## config.mk

```make
export PLATFORM = sky130hd
export DESIGN_NAME = borrow_lookahead_subtractor_seq
export DESIGN_NICKNAME = d
export VERILOG_FILES = /design/src/rtl/borrow_lookahead_subtractor_seq.sv
export SDC_FILE = /design/constraint.sdc
export NUM_CORES = 1
export LEC_CHECK = 0
export CAP_MARGIN = 15
export CORE_MARGIN = 5
export CORE_UTILIZATION = 52
export DETAILED_ROUTE_END_ITERATION = 10
export GPL_ROUTABILITY_DRIVEN = 0
export HOLD_SLACK_MARGIN = 0.12
export PLACE_DENSITY = 0.8
export SLEW_MARGIN = 10
export SYNTH_ARGS = -nofsm -noshare
export SYNTH_HDL_FRONTEND = slang
export SYNTH_SLANG_ARGS = --single-unit
```

## constraint.sdc

```tcl
create_clock -name Clk -period 4.7 [get_ports Clk]
set_clock_uncertainty 0.15 [all_clocks]
set_input_delay 1.41 -clock Clk [delete_from_list [all_inputs] [get_ports Clk]]
set_output_delay 1.41 -clock Clk [all_outputs]
set_load 0.02 [all_outputs]
```

## src/rtl/borrow_lookahead_subtractor_seq.sv

```systemverilog
// Multi-cycle subtractor: Diff = A_In - B_In - B_In_Borrow, CHUNK bits per cycle,
// least-significant chunk first. Borrow lookahead inside a chunk, registered borrow
// between chunks. Result registers update only when the last chunk completes.
// CHUNK must divide WIDTH exactly.
module borrow_lookahead_subtractor_seq #(
  parameter int unsigned WIDTH = 32,
  parameter int unsigned CHUNK = 8
) (
  input  logic             Clk,
  input  logic             Reset,
  input  logic             Start,
  input  logic [WIDTH-1:0] A_In,
  input  logic [WIDTH-1:0] B_In,
  input  logic             B_In_Borrow,
  output logic             Busy,
  output logic             Done,
  output logic [WIDTH-1:0] Diff,
  output logic             B_Out,
  output logic             Overflow
);

  localparam int unsigned N    = WIDTH / CHUNK;
  localparam int unsigned CntW = (N > 1) ? $clog2(N) : 1;

  localparam logic [1:0] StIdle = 2'd0;
  localparam logic [1:0] StRun  = 2'd1;
  localparam logic [1:0] StDone = 2'd2;

  logic [1:0]       state_q, state_d;
  logic [CntW-1:0]  cnt_q, cnt_d;
  logic [WIDTH-1:0] a_q, a_d;       // minuend, shifted right one chunk per cycle
  logic [WIDTH-1:0] b_q, b_d;       // subtrahend, shifted alongside a_q
  logic [WIDTH-1:0] acc_q, acc_d;   // partial difference, filled from the top
  logic             borrow_q, borrow_d;
  logic             a_msb_q, a_msb_d; // sign bits kept because a_q/b_q are shifted away
  logic             b_msb_q, b_msb_d;
  logic [WIDTH-1:0] diff_q, diff_d;
  logic             b_out_q, b_out_d;
  logic             ovf_q, ovf_d;

  logic [CHUNK-1:0] ca, cb, gb, pb, cd;
  logic [CHUNK:0]   bv;
  logic [WIDTH-1:0] acc_next;
  logic             last_chunk;

  // Borrow generate/propagate across the current chunk.
  always_comb begin
    ca    = a_q[CHUNK-1:0];
    cb    = b_q[CHUNK-1:0];
    gb    = ~ca & cb;
    pb    = ~(ca ^ cb);
    bv    = '0;
    bv[0] = borrow_q;
    cd    = '0;
    for (int i = 0; i < int'(CHUNK); i++) begin
      bv[i+1] = gb[i] | (pb[i] & bv[i]);
      cd[i]   = ca[i] ^ cb[i] ^ bv[i];
    end
  end

  // New chunk lands in the top CHUNK bits; after N shifts chunk 0 sits at bit 0.
  assign acc_next   = (acc_q >> CHUNK) | (WIDTH'(cd) << (WIDTH - CHUNK));
  assign last_chunk = (cnt_q == CntW'(N - 1));

  // Next-state: operand load on accepted Start, chunk step in RUN, result commit.
  always_comb begin
    state_d  = state_q;
    cnt_d    = cnt_q;
    a_d      = a_q;
    b_d      = b_q;
    acc_d    = acc_q;
    borrow_d = borrow_q;
    a_msb_d  = a_msb_q;
    b_msb_d  = b_msb_q;
    diff_d   = diff_q;
    b_out_d  = b_out_q;
    ovf_d    = ovf_q;
    case (state_q)
      StIdle, StDone: begin
        if (Start) begin
          a_d      = A_In;
          b_d      = B_In;
          borrow_d = B_In_Borrow;
          a_msb_d  = A_In[WIDTH-1];
          b_msb_d  = B_In[WIDTH-1];
          acc_d    = '0;
          cnt_d    = '0;
          state_d  = StRun;
        end else begin
          state_d  = StIdle;
        end
      end
      StRun: begin
        a_d      = a_q >> CHUNK;
        b_d      = b_q >> CHUNK;
        acc_d    = acc_next;
        borrow_d = bv[CHUNK];
        cnt_d    = cnt_q + CntW'(1);
        if (last_chunk) begin
          diff_d  = acc_next;
          b_out_d = bv[CHUNK];
          ovf_d   = (a_msb_q != b_msb_q) && (cd[CHUNK-1] != a_msb_q);
          state_d = StDone;
        end
      end
      default: state_d = StIdle;
    endcase
  end

  // State registers with synchronous active-high reset.
  always_ff @(posedge Clk) begin
    if (Reset) begin
      state_q  <= StIdle;
      cnt_q    <= '0;
      a_q      <= '0;
      b_q      <= '0;
      acc_q    <= '0;
      borrow_q <= 1'b0;
      a_msb_q  <= 1'b0;
      b_msb_q  <= 1'b0;
      diff_q   <= '0;
      b_out_q  <= 1'b0;
      ovf_q    <= 1'b0;
    end else begin
      state_q  <= state_d;
      cnt_q    <= cnt_d;
      a_q      <= a_d;
      b_q      <= b_d;
      acc_q    <= acc_d;
      borrow_q <= borrow_d;
      a_msb_q  <= a_msb_d;
      b_msb_q  <= b_msb_d;
      diff_q   <= diff_d;
      b_out_q  <= b_out_d;
      ovf_q    <= ovf_d;
    end
  end

  assign Busy     = (state_q == StRun);
  assign Done     = (state_q == StDone);
  assign Diff     = diff_q;
  assign B_Out    = b_out_q;
  assign Overflow = ovf_q;

endmodule

```

==> impl_metrics.env, run 1 <==
export IMPL_drive_above_1_share_pct=17.3
export IMPL_required_ns=4.97
export IMPL_nFillCells=857
export IMPL_dp_cells=831
export IMPL_clk_pin_slew_worst_paths_ns=0.06
export IMPL_placed_area_um2=6550
export IMPL_status="finished clean"
export IMPL_fin_nets=788
export IMPL_insertion_delay_ns=0.51
export IMPL_dpl_worst_slack_ns=0.705
export IMPL_grt_pass1_vias=4633
export IMPL_worst_slack_ns=0.748
export IMPL_rsz0062_at_grt="no"
export IMPL_grt_max_degree=95
export IMPL_ys_ff_latch=129
export IMPL_async_flop_share_pct=0
export IMPL_post_route_util_pct=67.0
export IMPL_antenna_found_initial=0
export IMPL_setup_tns_ns=0
export IMPL_routed_via_density=5.37
export IMPL_ioPinCount=104
export IMPL_clk_path_buf_depth=2
export IMPL_synth_cell_types=28
export IMPL_maxCapViolCount=0
export IMPL_p_per_area_nw_per_um2=406
export IMPL_worstMarginPinSlew_ns=0.997
export IMPL_synthCells=639
export IMPL_ys_dominant_reg_cell="dfxtp_1"
export IMPL_period_needed_ns=3.95
export IMPL_seq_area_frac_synth_pct=45.9
export IMPL_timing_fmax_mhz=253
export IMPL_grtUsageTotal_pct=20.6
export IMPL_max_slew_margin_pct=33.5
export IMPL_design_core_area_um2=10700
export IMPL_fp_dieArea_um2=13000
export IMPL_first_pass_iters=7
export IMPL_fp_dieW_um=114
export IMPL_rows=38
export IMPL_hold_viol=0
export IMPL_dieHeight_um=114
export IMPL_vias=4638
export IMPL_holdBufCountCts=0
export IMPL_final_max_slew_viol_count=0
export IMPL_grt_first_pass_wirelength_um=21800
export IMPL_timing_hold_ws_ns=0.306
export IMPL_n_antenna_cell=0
export IMPL_wl_per_cell_um=15.4
export IMPL_drt_iter0_drc=319
export IMPL_design_area_um2=7170
export IMPL_grt_overflow_total=0
export IMPL_hold_class="flip-flop to flip-flop"
export IMPL_cts_max_level=4
export IMPL_cts_tree="built"
export IMPL_hp_start="Diff[5]"
export IMPL_portBuffers=103
export IMPL_synth_nets=716
export IMPL_critical_path_peak_fanout=4
export IMPL_cts_resized=0
export IMPL_detail_route_antenna_nets=0
export IMPL_cts_root_buf="clkbuf_8"
export IMPL_netlist_area_um2=5630
export IMPL_tritoncts_num_buffers=17
export IMPL_leakage_nw=2.48
export IMPL_hpwl_um=8790
export IMPL_ir_drop_v=0.000271
export IMPL_cp_arrival_ns=4.22
export IMPL_clkSinkCount=129
export IMPL_synth_edf_count=0
export IMPL_initial_core_util_pct=52.6
export IMPL_syn_to_final_growth_pct=27.4
export IMPL_path_class="flip-flop to flip-flop"
export IMPL_period_share_pct=84.1
export IMPL_startpoint="a_q[0]"
export IMPL_setup_viol=0
export IMPL_syn_area_per_cell_um2=8.80
export IMPL_cp_start_kind="flip-flop"
export IMPL_fin_total_pwr_mw=2.91
export IMPL_yosysWarnings=0
export IMPL_r2r_start="a_q[0]"
export IMPL_stdcell_count=864
export IMPL_post_cts_setup_buffers=0
export IMPL_drc_errors=0
export IMPL_drt_total_wl_um=13300
export IMPL_crit_path_end_kind="flip-flop"
## per-layer routing
| metal | track usage [%] | vias up | wire length [µm] |
|---|---|---|---|
| met1 | 25.6 | 2201 | 5680 |
| met2 | 36.0 | 120 | 6860 |
| met5 | 0 | - | 0 |
| met4 | 6.73 | 0 | 234 |
| li1 | - | 2300 | - |
| met3 | 3.93 | 17 | 561 |
## where the power goes
part,switching (mW),internal [mW],leakage (nW),total [mW]
combinational,0.219,0.170,1.14,0.389
sequential,0.0425,1.16,1.05,1.20
clock,0.507,0.816,0.283,1.32
total,0.769,2.14,2.48,2.91
## critical path, cell delays in order (launching register included)
cell and delay, ns:
dfxtp_1 0.32, inv_1 0.08, fa_1 0.16, inv_1 0.05
fa_1 0.37, fa_1 0.39, fa_1 0.40, fa_1 0.38
inv_1 0.08, fa_1 0.18, fa_1 0.18, fa_1 0.46
or3b_1 0.37, a311oi_1 0.27
## path summary, 6_finish.rpt
path,to,slack [ns],depth (start not counted)
setup / recovery,Overflow,0.75,13
hold reg to reg,Diff[5],0.31,2
setup reg to reg,Overflow,0.75,13
hold / removal,Diff[5],0.31,2
## kinds of logic (layout without fill, tap and decap cells)
family / count (synthesis) / in the layout / synth area share (%)
DFF: 129 / 129 / 45.9
and+or+nand+nor: 306 / 306 / 23.6
buffers and inverters: 67 / 152 / 6.98
AOI/OAI and AO/OA: 128 / 128 / 20.4
adders and majority gates: 9 / 9 / 3.07
## cells in the mapped netlist (2+ instances only)
cell type  number  share of area [%]
nor2_1         56                3.7
clkbuf_1       13               0.87
buf_4           6               0.80
buf_12          3                1.1
inv_1          10               0.67
fa_1            8                2.8
dfxtp_1       129                 46
nand3_1        42                3.7
nand2_2        34                3.8
buf_6           3               0.60
nand2_1       161                 11
buf_2          29                2.6
a311oi_2       49                 13
a21oi_1        73                6.5
nand3b_1        2               0.27
nand2b_1        6               0.67
a211oi_1        4               0.53
## flip-flops by register name (all words and copies together), names as in the netlist
signal    count
b_msb_q       1
state_q       2
B_Out         1
borrow_q      1
b_q          32
Diff         32
cnt_q         2
Overflow      1
a_q          32
a_msb_q       1
acc_q        24
## cells in the final DEF (no fill, tap or decap), drive strengths merged
cell type | netlist | routed
a211oi | 4 | 4
a21oi | 73 | 73
a311oi | 50 | 50
and2b | 1 | 1
and3b | 1 | 1
buf | 43 | 7
bufinv | 0 | 3
clkbuf | 13 | 18
clkdlybuf4s50 | 0 | 102
clkinv | 0 | 3
clkinvlp | 0 | 3
dfxtp | 129 | 129
fa | 8 | 8
ha | 1 | 1
inv | 11 | 16
nand2 | 195 | 195
nand2b | 7 | 7
nand3 | 42 | 42
nand3b | 2 | 2
nor2 | 56 | 56
nor2b | 1 | 1
o21a | 1 | 1
or3b | 1 | 1
## cell type report
type	instances	area, µm²	area share, %
clock buffer	18	418	5.83
inverter	11	41.3	0.576
sequential	129	2580	36.0
multi-input combinational	443	2660	37.2
tap	140	175	2.44
timing repair buffer	109	1110	15.4
clock inverter	14	179	2.50
Note: power is estimated with default switching activity, not from simulation.
==> run 2, diff against run 1 <==
--- a/config.mk
+++ b/config.mk
@@ -7,11 +7,11 @@
 export LEC_CHECK = 0
 export CAP_MARGIN = 15
 export CORE_MARGIN = 5
-export CORE_UTILIZATION = 52
+export CORE_UTILIZATION = 47
 export DETAILED_ROUTE_END_ITERATION = 10
 export GPL_ROUTABILITY_DRIVEN = 0
 export HOLD_SLACK_MARGIN = 0.12
-export PLACE_DENSITY = 0.8
+export PLACE_DENSITY = 0.77
 export SLEW_MARGIN = 10
 export SYNTH_ARGS = -nofsm -noshare
 export SYNTH_HDL_FRONTEND = slang
==> constraint.sdc (replaced) <==
create_clock -name Clk -period 3.6 [get_ports Clk]
set_clock_uncertainty 0.15 [all_clocks]
set_input_delay 1.08 -clock Clk [delete_from_list [all_inputs] [get_ports Clk]]
set_output_delay 1.08 -clock Clk [all_outputs]
set_load 0.02 [all_outputs]
==> impl_metrics.env, run 2 (same netlist as run 1, synthesis figures left out) <==
export IMPL_dieHeight_um=119
export IMPL_r2r_start="a_q[0]"
export IMPL_fin_total_pwr_mw=3.73
export IMPL_max_slew_margin_pct=37.8
export IMPL_hpwl_um=9010
export IMPL_fp_dieW_um=119
export IMPL_grtUsageTotal_pct=18.4
export IMPL_design_area_um2=7240
export IMPL_period_needed_ns=3.76
export IMPL_cts_root_buf="clkbuf_16"
export IMPL_path_delay_family="adder cells"
export IMPL_mostFrequentLayoutCells="161 x nand2_1, 127 x dfxtp_1, 102 x clkdlybuf4s50_1, 72 x a21oi_1, 56 x nor2_1"
export IMPL_critical_path_peak_fanout=2
export IMPL_n_antenna_cell=0
export IMPL_routed_via_density=5.27
export IMPL_cp_start_kind="flip-flop"
export IMPL_dpl_worst_slack_ns=-0.265
export IMPL_slowest_delay_ns=0.42
export IMPL_nFillCells=993
export IMPL_rows=40
export IMPL_cts_max_level=4
export IMPL_violations="setup timing"
export IMPL_worst_slack_ns=-0.159
export IMPL_dp_cells=844
export IMPL_grt_max_degree=84
export IMPL_grt_overflow_total=0
export IMPL_portBuffers=103
export IMPL_wl_per_cell_um=15.0
export IMPL_clk_pin_slew_worst_paths_ns=0.06
export IMPL_detail_route_antenna_nets=0
export IMPL_hold_viol=0
export IMPL_first_pass_iters=5
export IMPL_path_class="flip-flop to flip-flop"
export IMPL_path_cells="inv_2 -> fa_2 -> inv_2 -> fa_2 -> fa_2 -> fa_2 -> fa_2 -> inv_2 -> fa_2 -> fa_2 -> fa_1 -> or3b_1 -> a311oi_2"
export IMPL_status="finished, violations left"
export IMPL_cp_arrival_ns=3.92
export IMPL_cts_tree="built"
export IMPL_drive_above_1_share_pct=20.2
export IMPL_period_share_pct=104
export IMPL_syn_to_final_growth_pct=28.8
export IMPL_grt_first_pass_wirelength_um=21700
export IMPL_reg2reg_slack_ns=-0.16
export IMPL_multi_input_area_um2=2700
export IMPL_ff_latch_area_um2=2580
export IMPL_crit_path_end_kind="flip-flop"
export IMPL_fin_nets=795
export IMPL_fp_dieArea_um2=14300
export IMPL_grt_pass1_vias=4593
export IMPL_rsz0062_at_grt="yes"
export IMPL_stdcell_count=878
export IMPL_hold_class="flip-flop to flip-flop"
export IMPL_required_ns=3.77
export IMPL_final_common_cell="nand2_1"
export IMPL_drt_iter0_drc=290
export IMPL_timing_fmax_mhz=266
export IMPL_drt_total_wl_um=13200
export IMPL_antenna_found_initial=0
export IMPL_insertion_delay_ns=0.41
export IMPL_critPathSlowestCell="fa_1"
export IMPL_holdBufCountCts=0
export IMPL_post_route_util_pct=61.1
export IMPL_final_max_slew_viol_count=0
export IMPL_maxCapViolCount=0
export IMPL_worstMarginPinSlew_ns=0.934
export IMPL_crit_buf_inv=3
export IMPL_leakage_nw=2.50
export IMPL_design_core_area_um2=11900
export IMPL_drc_errors=0
export IMPL_ioPinCount=104
export IMPL_placed_area_um2=6630
export IMPL_clk_path_buf_depth=2
export IMPL_path_common_cell="fa_2"
export IMPL_ir_drop_v=0.000331
export IMPL_tritoncts_num_buffers=17
export IMPL_hp_start="acc_q[15]"
export IMPL_vias=4625
export IMPL_startpoint="a_q[0]"
export IMPL_clkSinkCount=129
export IMPL_p_per_area_nw_per_um2=514
export IMPL_initial_core_util_pct=47.4
export IMPL_setup_viol=2
## run 2: changes by cell type in the layout (fill, tap and decap cells not counted), sizes merged
cell	change
clkbuf	-1
buf	+7
clkinv	-1
bufinv	-3
inv	+5
## run 2: metal layers
metal	up-vias	GRT usage, %	share of wire [%]
met5	-	0	0
met4	0	5.73	1.9
met3	20	5.56	5.6
met2	124	30.7	49
met1	2176	23.0	43
li1	2305	-	-
## run 2: worst paths after layout
| check | endpoint | cells after the start |
|---|---|---|
| max | Overflow | 13 |
| min | Diff[7] | 2 |
| max reg2reg | Overflow | 13 |
| min reg2reg | Diff[7] | 2 |
## run 2: worst min-delay path: cells and delay by family, from the launching register on
| kind | cells | cell delay [ns] |
|---|---|---|
| DFF | 1 | 0.31 |
| and+or+nand+nor | 1 | 0.05 |
| AOI/OAI and AO/OA | 1 | 0.05 |
## run 2: metrics by stage
stage                     hold WS [ns]  setup TNS (ns)
final                            0.303          -0.172
after global routing             0.328          -0.473
after CTS                        0.307          -0.222
after detailed placement         0.299          -0.265
after global placement           0.294          -0.105
after floorplan                  0.282         -0.0405
## run 2: repair_timing
action	4_1_cts	5_1_grt
pin swaps	1	3
endpoints found under the setup margin	3	3
cloned	0	0
resized for setup	2	11
buffers inserted	0	1
## run 2: area by class of cell
type	instances	area share, %
multi-input cells	443	37.3
well taps	147	2.54
clock inverters	15	1.87
repair buffers	116	16.2
clock buffers	17	5.87
flip-flops and latches	129	35.7
inverters	11	0.570
## run 2: power by group
| group | total (mW) | switching [mW] | internal [mW] |
|---|---|---|---|
| Combinational | 0.553 | 0.296 | 0.258 |
| Sequential | 1.57 | 0.0549 | 1.51 |
| Clock | 1.61 | 0.698 | 0.910 |
| Total | 3.73 | 1.05 | 2.68 |
